`config.mk`:
```
export PLATFORM = sky130hd
export DESIGN_NAME = hazard_fwd_unit
export DESIGN_NICKNAME = d
export VERILOG_FILES = /design/src/rtl/hazard_fwd_unit_pkg.sv /design/src/rtl/hazard_fwd_unit_match.sv /design/src/rtl/hazard_fwd_unit.sv
export SDC_FILE = /design/constraint.sdc
export NUM_CORES = 1
export LEC_CHECK = 0
export CELL_PAD_IN_SITES_DETAIL_PLACEMENT = 0
export CELL_PAD_IN_SITES_GLOBAL_PLACEMENT = 1
export CORE_MARGIN = 5
export CORE_UTILIZATION = 37
export CTS_CLUSTER_SIZE = 10
export DETAILED_ROUTE_END_ITERATION = 12
export PLACE_DENSITY_LB_ADDON = 0.1
export SETUP_SLACK_MARGIN = 0.4
export SYNTH_ARGS = -nofsm -noshare
export SYNTH_HDL_FRONTEND = slang
export SYNTH_SLANG_ARGS = --single-unit
```
`constraint.sdc`:
```
create_clock -name clk -period 2.49 [get_ports clk]
set_input_delay 0.3735 -clock clk [delete_from_list [all_inputs] [get_ports clk]]
set_output_delay 0.3735 -clock clk [all_outputs]
set_load 0.005 [all_outputs]
```
`src/rtl/hazard_fwd_unit_pkg.sv`:
```
// Shared definitions for the decode-stage hazard/forwarding controller:
// bypass bit positions, slot field layout and forwarding source order.
package hazard_fwd_unit_pkg;

    localparam int BP_RA       = 1;
    localparam int BP_RB       = 0;
    localparam int NUM_OPS     = 2;
    localparam int NUM_SLOTS   = 3;
    localparam int SLOT_CTRL_W = 3;

    // Forwarding priority, youngest first.
    typedef enum logic [1:0] {
        SLOT_EX  = 2'd0,
        SLOT_MEM = 2'd1,
        SLOT_WB  = 2'd2
    } slot_e;

    typedef struct packed {
        logic vld;
        logic we;
        logic ld;
    } slot_ctrl_t;

endpackage

```
`src/rtl/hazard_fwd_unit_match.sv`:
```
// One source-index versus one tracked slot comparator; x0 never matches.
module hazard_match
    import hazard_fwd_unit_pkg::*;
#(
    parameter int ADDR_SIZE = 5
) (
    input  logic [ADDR_SIZE-1:0] src,
    input  logic                 use_src,
    input  logic                 slot_vld,
    input  logic                 slot_we,
    input  logic [ADDR_SIZE-1:0] slot_rd,
    output logic                 match
);

    always_comb begin
        match = use_src && (src != '0) && slot_vld && slot_we && (slot_rd == src);
    end

endmodule

```
`src/rtl/hazard_fwd_unit.sv`:
```
// Decode-stage hazard and forwarding controller: shadows EX/MEM/WB destinations,
// picks the youngest bypass source per operand and raises the load-use stall.
module hazard_fwd_unit
    import hazard_fwd_unit_pkg::*;
#(
    parameter int ADDR_SIZE = 5,
    parameter int CNT_W     = 16
) (
    input  logic                 clk,
    input  logic                 rst,
    input  logic                 D_valid,
    input  logic [ADDR_SIZE-1:0] D_ra,
    input  logic [ADDR_SIZE-1:0] D_rb,
    input  logic                 D_use_ra,
    input  logic                 D_use_rb,
    input  logic [ADDR_SIZE-1:0] D_rd,
    input  logic                 D_we,
    input  logic                 D_ld,
    input  logic                 EX_flush,
    output logic [1:0]           EX_D_bp,
    output logic [1:0]           MEM_D_bp,
    output logic [1:0]           WB_D_bp,
    output logic                 D_stall,
    output logic [CNT_W-1:0]     stall_cnt,
    output logic [CNT_W-1:0]     flush_cnt
);

    slot_ctrl_t           ex_q, ex_d, mem_q, mem_d, wb_q, wb_d;
    logic [ADDR_SIZE-1:0] ex_rd_q, ex_rd_d, mem_rd_q, mem_rd_d, wb_rd_q, wb_rd_d;
    logic [CNT_W-1:0]     stall_cnt_q, stall_cnt_d, flush_cnt_q, flush_cnt_d;

    logic [NUM_OPS-1:0][ADDR_SIZE-1:0] src;
    logic [NUM_OPS-1:0]                use_src;
    logic [NUM_OPS-1:0]                m_ex, m_mem, m_wb;
    logic                              load_use;
    logic                              stall;

    assign src[BP_RA]     = D_ra;
    assign src[BP_RB]     = D_rb;
    assign use_src[BP_RA] = D_valid && D_use_ra;
    assign use_src[BP_RB] = D_valid && D_use_rb;

    for (genvar g = 0; g < NUM_OPS; g++) begin : g_op
        hazard_match #(.ADDR_SIZE(ADDR_SIZE)) u_ex (
            .src(src[g]), .use_src(use_src[g]), .slot_vld(ex_q.vld),
            .slot_we(ex_q.we), .slot_rd(ex_rd_q), .match(m_ex[g]));
        hazard_match #(.ADDR_SIZE(ADDR_SIZE)) u_mem (
            .src(src[g]), .use_src(use_src[g]), .slot_vld(mem_q.vld),
            .slot_we(mem_q.we), .slot_rd(mem_rd_q), .match(m_mem[g]));
        hazard_match #(.ADDR_SIZE(ADDR_SIZE)) u_wb (
            .src(src[g]), .use_src(use_src[g]), .slot_vld(wb_q.vld),
            .slot_we(wb_q.we), .slot_rd(wb_rd_q), .match(m_wb[g]));
    end

    // An EX match shadows older slots even when it is a load: the operand
    // must wait for the load data, so no stale MEM/WB value is offered.
    always_comb begin
        EX_D_bp  = '0;
        MEM_D_bp = '0;
        WB_D_bp  = '0;
        for (int op = 0; op < NUM_OPS; op++) begin
            EX_D_bp[op]  = m_ex[op] && !ex_q.ld;
            MEM_D_bp[op] = !m_ex[op] && m_mem[op];
            WB_D_bp[op]  = !m_ex[op] && !m_mem[op] && m_wb[op];
        end
        load_use = (|m_ex) && ex_q.ld;
        stall    = load_use && !EX_flush;
    end

    // Decode hands its instruction to EX on an edge where D_valid=1 and
    // D_stall=0; a flush or stall turns that edge into a bubble instead.
    always_comb begin
        ex_d.vld = D_valid && !stall && !EX_flush;
        ex_d.we  = D_we;
        ex_d.ld  = D_ld;
        ex_rd_d  = D_rd;
        mem_d    = ex_q;
        mem_rd_d = ex_rd_q;
        wb_d     = mem_q;
        wb_rd_d  = mem_rd_q;

        stall_cnt_d = stall_cnt_q;
        flush_cnt_d = flush_cnt_q;
        if (stall && (stall_cnt_q != '1)) stall_cnt_d = stall_cnt_q + CNT_W'(1);
        if (EX_flush && (flush_cnt_q != '1)) flush_cnt_d = flush_cnt_q + CNT_W'(1);
    end

    always_ff @(posedge clk) begin
        if (rst) begin
            ex_q        <= '0;
            mem_q       <= '0;
            wb_q        <= '0;
            ex_rd_q     <= '0;
            mem_rd_q    <= '0;
            wb_rd_q     <= '0;
            stall_cnt_q <= '0;
            flush_cnt_q <= '0;
        end else begin
            ex_q        <= ex_d;
            mem_q       <= mem_d;
            wb_q        <= wb_d;
            ex_rd_q     <= ex_rd_d;
            mem_rd_q    <= mem_rd_d;
            wb_rd_q     <= wb_rd_d;
            stall_cnt_q <= stall_cnt_d;
            flush_cnt_q <= flush_cnt_d;
        end
    end

    assign D_stall   = stall;
    assign stall_cnt = stall_cnt_q;
    assign flush_cnt = flush_cnt_q;

endmodule

```
### Yosys cells after proc, flatten, opt, wreduce, memory -nomap -nowiden

Cells that the tools add are included.

| word-level totals | value |
|---|---|
| bits in registers | 54 |
| word-level logic and storage cells | 68 |

| operators by class | value |
|---|---|
| reductions and logical operators | 46 |
| add/subtract/negate cells | 2 |
| eq/ne operators | 8 |

Operator list:

| cell | number |
|---|---|
| $logic_and A1 B1 Y1 | 36 |
| $add A16 B1 Y16 const B | 2 |
| $ne A16 B16 Y1 const B | 2 |
| $eq A5 B5 Y1 | 6 |
| $reduce_bool A5 Y1 | 2 |
| $logic_not A1 Y1 | 7 |
| $reduce_or A2 Y1 | 1 |

### Logic depth before layout (Yosys ltp)

Gate-level depths: netlist of run 1.

| logic depth | value |
|---|---|
| word-level depth | 11 |
| gate-level depth with buffers | 7 |
| depth with buffers taken out | 6 |

### Cells and area by module

From an unflattened synthesis of run 1, not the netlist that was laid out.

| second synthesis, totals | value |
|---|---|
| cells, all modules | 319 |
| area total of the unflattened synthesis | 2742.6 sq um |

By module, submodules not included:

| module | cells each | area each (sq um) | seq. area each (sq um) | instances |
|---|---|---|---|---|
| hazard_fwd_unit | 259 | 2322.2 | 1081.0 | 1 |
| hazard_match | 10 | 70.1 | 0.0 | 6 |

### Least setup slack after synthesis of run 1

No wires, ideal clock.

| path | value |
|---|---|
| path kind | flip-flop to flip-flop |
| start point | register stall_cnt_q[0] (netlist: stall_cnt[0]) |
| end point | register stall_cnt_q[0] (netlist: stall_cnt[0]) |
| path slack | 566 ps |
| setup time | 123 ps |
| data required time | 2367 ps |
| path buffers | 0 |
| stages on the path, launching flop included | 7 |
| data arrival time | 1800 ps |
| cells stage by stage | dfxtp_1 > ha_1 > nand3_1 > or3_1 > nor2_1 > nor3_2 > mux2_1 |

| on the way | value |
|---|---|
| word-level cells in the longest chain between the ends | 2 |
| elaborated cells on any way between the ends | 3 |

Ends and longest elaborated chain:

| what | RTL line | RTL |
|---|---|---|
| start: declaration | hazard_fwd_unit.sv:30 | `logic [CNT_W-1:0] stall_cnt_q, stall_cnt_d, flush_cnt_q, flush_cnt_d;` |
| start signal: assignment | hazard_fwd_unit.sv:105 | `stall_cnt_q <= stall_cnt_d;` |
| parallel branches: the longest is 2 deep, another holds $add A16 B1 Y16 | - |  |

Several ways; the timed one is not identified.
A chain may end at the register's enable or synchronous reset.

### Final worst setup path of run 1

| path | value |
|---|---|
| start point | input D_rb[0] |
| end point | output D_stall |

| on the way | value |
|---|---|
| word-level cells in the longest chain between the ends | 8 |
| elaborated cells on any way between the ends | 9 |

Ends and longest elaborated chain:

| what | RTL line | RTL |
|---|---|---|
| start: declaration | hazard_fwd_unit.sv:13 | `input logic [ADDR_SIZE-1:0] D_rb,` |
| $reduce_bool A5 Y1 | hazard_fwd_unit_match.sv:16 | `match = use_src && (src != '0) && slot_vld && slot_we && (slot_rd == src);` |
| $logic_and A1 B1 Y1 (3 in a row) | hazard_fwd_unit_match.sv:16 |  |
| $logic_and A1 B1 Y1 (*) | hazard_fwd_unit_match.sv:16 |  |
| $reduce_or A2 Y1 (*) | hazard_fwd_unit.sv:66 | `load_use = (\|m_ex) && ex_q.ld;` |
| $logic_and A1 B1 Y1 (*) | hazard_fwd_unit.sv:66 |  |
| $logic_and A1 B1 Y1 (*) | hazard_fwd_unit.sv:67 | `stall = load_use && !EX_flush;` |
| end: declaration | hazard_fwd_unit.sv:23 | `output logic D_stall,` |

Every way passes the cells marked *; elsewhere a longest branch is shown, timed or not.

==> results of run 1 <==
[worst paths after layout]
path,cells after the start,from,endpoint
setup / recovery,9,D_rb[0],D_stall
hold / removal,1,mem_q[1]$_SDFF_PP0_,wb_q[1]$_SDFF_PP0_
setup reg to reg,7,ex_rd_q[3]$_SDFF_PP0_,stall_cnt[13]$_SDFFE_PP0P_
hold reg to reg,1,mem_q[1]$_SDFF_PP0_,wb_q[1]$_SDFF_PP0_
[state kept, by name, summed over array words and instances, names as in the netlist]
register and cells:
wb_q 2, mem_q 2, wb_rd_q 5, mem_rd_q 5
stall_cnt 16, flush_cnt 16, ex_rd_q 5, ex_q 3
[final cells by class]
class / instances / area [sq um] / share of cell area [%]
multi-input cells: 243 / 1740 / 44.0
flip-flops and latches: 54 / 1090 / 27.6
repair buffers: 99 / 873 / 22.1
well taps: 99 / 124 / 3.14
clock buffers: 5 / 68.8 / 1.74
clock inverters: 3 / 45.0 / 1.14
inverters: 3 / 11.3 / 0.285
[cells by family (layout without fill, tap and decap cells)]
kind of cell | Yosys count | count (layout)
XOR/XNOR | 38 | 38
flip-flops | 54 | 54
AND/OR/NAND/NOR | 157 | 157
adder cells (fa/ha/maj) | 2 | 2
AO/OA/AOI/OAI | 39 | 39
multiplexers | 7 | 7
buffers and inverters | 14 | 110
[power by group]
| group | leakage, nW | total [W] | switching [W] | internal [W] |
|---|---|---|---|---|
| Combinational | 0.922 | 0.000184 | 0.0000862 | 0.0000979 |
| Sequential | 0.441 | 0.000899 | 0.0000180 | 0.000881 |
| Clock | 0.0504 | 0.000593 | 0.000294 | 0.000299 |
[repair_timing]
item / 4_1_cts / 5_1_grt
hold endpoints to repair: 0 / 0
pin swaps: 16 / 7
endpoints found under the setup margin: 23 / 20
resized for setup: 65 / 19
buffers inserted: 5 / 4
[cell usage after synthesis, drive strengths merged]
| cell type | number | area share, % |
|---|---|---|
| ha | 2 | 0.92 |
| o31ai | 6 | 1.7 |
| a2111oi | 1 | 0.55 |
| o41ai | 1 | 0.32 |
| nor3b | 3 | 0.83 |
| a31oi | 1 | 0.23 |
| inv | 3 | 0.41 |
| nor2 | 24 | 3.3 |
| o21ai | 6 | 1.1 |
| or3 | 8 | 1.8 |
| xor2 | 20 | 6.4 |
| xnor2 | 18 | 5.8 |
| nand2b | 3 | 0.69 |
| dfxtp | 54 | 40 |
| nor4 | 10 | 3.0 |
| and4 | 4 | 1.4 |
| nand4 | 13 | 3.0 |
| nor3 | 16 | 3.1 |
| a32oi | 1 | 0.32 |
| nor4b | 1 | 0.32 |
| mux2i | 2 | 0.73 |
| nand2 | 20 | 3.0 |
| or4 | 7 | 2.1 |
| and3 | 5 | 1.1 |
| nor2b | 29 | 6.7 |
| clkbuf | 9 | 1.2 |
| o211ai | 1 | 0.28 |
| nand3 | 12 | 2.2 |
| o311ai | 1 | 0.32 |
| a41oi | 1 | 0.32 |
| a21oi | 18 | 3.3 |
| o21bai | 1 | 0.28 |
| o2111ai | 1 | 0.32 |
| buf | 2 | 0.69 |
| mux2 | 5 | 2.1 |
| and2 | 2 | 0.46 |
[worst max-delay path, stage by stage]
cell                      delay (ns)
sky130_fd_sc_hd__buf_2          0.14
sky130_fd_sc_hd__buf_4          0.14
sky130_fd_sc_hd__xor2_1         0.16
sky130_fd_sc_hd__nor4_2         0.25
sky130_fd_sc_hd__buf_4          0.18
sky130_fd_sc_hd__nand3_4        0.08
sky130_fd_sc_hd__buf_4          0.15
sky130_fd_sc_hd__a21oi_2        0.14
sky130_fd_sc_hd__buf_2          0.13
[metrics by stage]
stage / instances / hold slack (ns) / TNS, ns / cell area [sq um]
CTS: 502 / 0.470 / 0 / 3850
finish: 506 / 0.468 / 0 / 3950
floorplan: 311 / 0.438 / 0 / 2720
global placement: 489 / 0.449 / -2.79 / 3630
detailed placement: 489 / 0.452 / -2.86 / 3630
global route: 506 / 0.489 / 0 / 3950
[per-layer routing]
metal | GRT usage (%) | vias up
li1 | - | 1302
met5 | 0 | -
met1 | 22.1 | 1187
met2 | 25.2 | 42
met4 | 4.62 | 0
met3 | 3.36 | 5
==> results_tabular.tex, run 1 <==
\begin{tabular}{lr}
\hline
Metric & Value \\
\hline
\multicolumn{2}{l}{\textbf{Status}} \\
Run status & finished clean \\
\multicolumn{2}{l}{\textbf{STA}} \\
Final worst clock skew & 0.0117 ns \\
Actual transition at the worst max-transition pin & 0.637 ns \\
Slew margin rel. & 56.8\% \\
RSZ-0062 raised after global routing & yes \\
Worst path setup slack after routing & 0.360 ns \\
Maximum operating frequency & 470 MHz \\
Final period utilization & 85.5\% \\
Final critical-path required period & 2.13 ns \\
Hold Violations, Final & 0 \\
Count of endpoints failing setup in the final report & 0 \\
Fin. max-slew vios & 0 \\
\multicolumn{2}{l}{\textbf{Hold path}} \\
HP Class & register to register \\
\multicolumn{2}{l}{\textbf{Synth}} \\
Synthesized-area fraction occupied by and/or/nand/nor cells & 33.0\% \\
Count of unique library cells instantiated by Yosys & 43 \\
Multiplexer fraction of the synthesized cell area & 2.80\% \\
Sequential-to-total area share from yosys stat & 39.7\% \\
Synthesis warning total & 0 \\
Compound-cell area share of the yosys netlist & 9.00\% \\
Number of register bits inferred by synthesis & 54 \\
Post-synthesis net count & 336 \\
Cell area after synthesis & 2720 sq um \\
Area share of fa/ha/maj cells after synthesis & 0.919\% \\
Combinational family with the most area after synthesis & simple AND/OR/NAND/NOR gates \\
Parity-gate share of the synthesized area counting xor and xnor cells & 12.2\% \\
Synthesized instance count & 311 \\
Average size of a mapped cell & 8.76 sq um \\
\multicolumn{2}{l}{\textbf{Setup path}} \\
Highest fanout seen on the critical path & 3 \\
Endpoint type of the worst setup path & output pin \\
Startpoint type of the worst setup path & primary input \\
Register-to-register setup slack & 0.43 ns \\
WS Path Type & primary input to output pin \\
Arrival time of the worst setup path & 1.76 ns \\
Required time of the critical path & 2.12 ns \\
\multicolumn{2}{l}{\textbf{Route}} \\
Met2 routed WL & 3400 microns \\
Initial DRC count & 80 \\
Met3 routed WL & 325 microns \\
Mean routed wirelength per cell & 14.2 microns \\
Met1 routed wirelength after detailed routing & 3410 microns \\
DRC Markers & 0 \\
Post-DRT Antenna Nets & 0 \\
DRT Wirelength & 7200 microns \\
Via-to-Cell Ratio & 5.01 \\
Top routing layer in use & met4 \\
Number of detailed-routing iterations run before antenna repair & 4 \\
Vias & 2536 \\
\multicolumn{2}{l}{\textbf{Power}} \\
Lkg Pwr & 1.41 nW \\
Total power consumption of the routed design & 0.00168 W \\
IR drop worst, VDD & 223 uV \\
Ratio of total power to cell area & 425 nW/um\^{}2 \\
\multicolumn{2}{l}{\textbf{Floorplan}} \\
Num ports & 62 \\
Die X & 95.8 microns \\
Die area & 9180 sq um \\
Core box area & 7210 sq um \\
Vertical die dimension & 95.8 microns \\
Placement row count & 31 \\
Starting Density & 37.8\% \\
\multicolumn{2}{l}{\textbf{Clocking}} \\
Clock slew at the register clock pins of the worst setup and hold paths & 0.10 ns \\
Total clock buffers created by CTS & 5 \\
Clock Tree Root & sky130\_fd\_sc\_hd\_\_clkbuf\_8 \\
Hold buffer count at CTS & 0 \\
Latest clock arrival within the worst-skew pair & 0.31 ns \\
Clock Sinks & 54 \\
Maximum number of buffers from clock root to sink & 2 \\
Clock tree from TritonCTS & yes \\
H-tree lvl count & 2 \\
\multicolumn{2}{l}{\textbf{Placed design}} \\
Final weighted congestion of routability-driven global placement & 0.796 \\
Pre-CTS setup slack & -0.307 ns \\
Number of buffers added on ports & 61 \\
HPWL Detailed & 5290 microns \\
\multicolumn{2}{l}{\textbf{Global routing}} \\
Number of global-route vias before repair & 2429 \\
Global routing usage summed across all routing layers & 16.0\% \\
Initial antenna violation count & 0 \\
Largest net degree at the start of global routing & 33 \\
Wire length of the first global-routing pass & 11700 microns \\
Aggregate global routing overflow & 0 \\
\multicolumn{2}{l}{\textbf{Layout}} \\
Number of nets in the final layout & 431 \\
Post-synthesis to final-layout area growth & 44.9\% \\
Fraction of final layout cells with drive strength greater than 1 & 23.3\% \\
Number of diodes added for antenna fixing & 0 \\
Final core utilization & 54.7\% \\
Highest-count cells in the layout ignoring fill and taps & sky130\_fd\_sc\_hd\_\_dfxtp\_1, sky130\_fd\_sc\_hd\_\_clkdlybuf4s50\_1, sky130\_fd\_sc\_hd\_\_buf\_4 \\
Most common cell after layout, fill and taps aside & sky130\_fd\_sc\_hd\_\_dfxtp\_1 \\
Count of fill cells added during filler insertion & 694 \\
\multicolumn{2}{l}{\textbf{Job}} \\
Max\_cap viols & 0 \\
\hline
\end{tabular}
Power figures use the tool's default switching activity.
==> inputs of run 2 (changes only) <==
CAP_MARGIN = 10   (was unset)
==> results of run 2 <==
Final layout, timing and power as in run 1 (identical DEF).
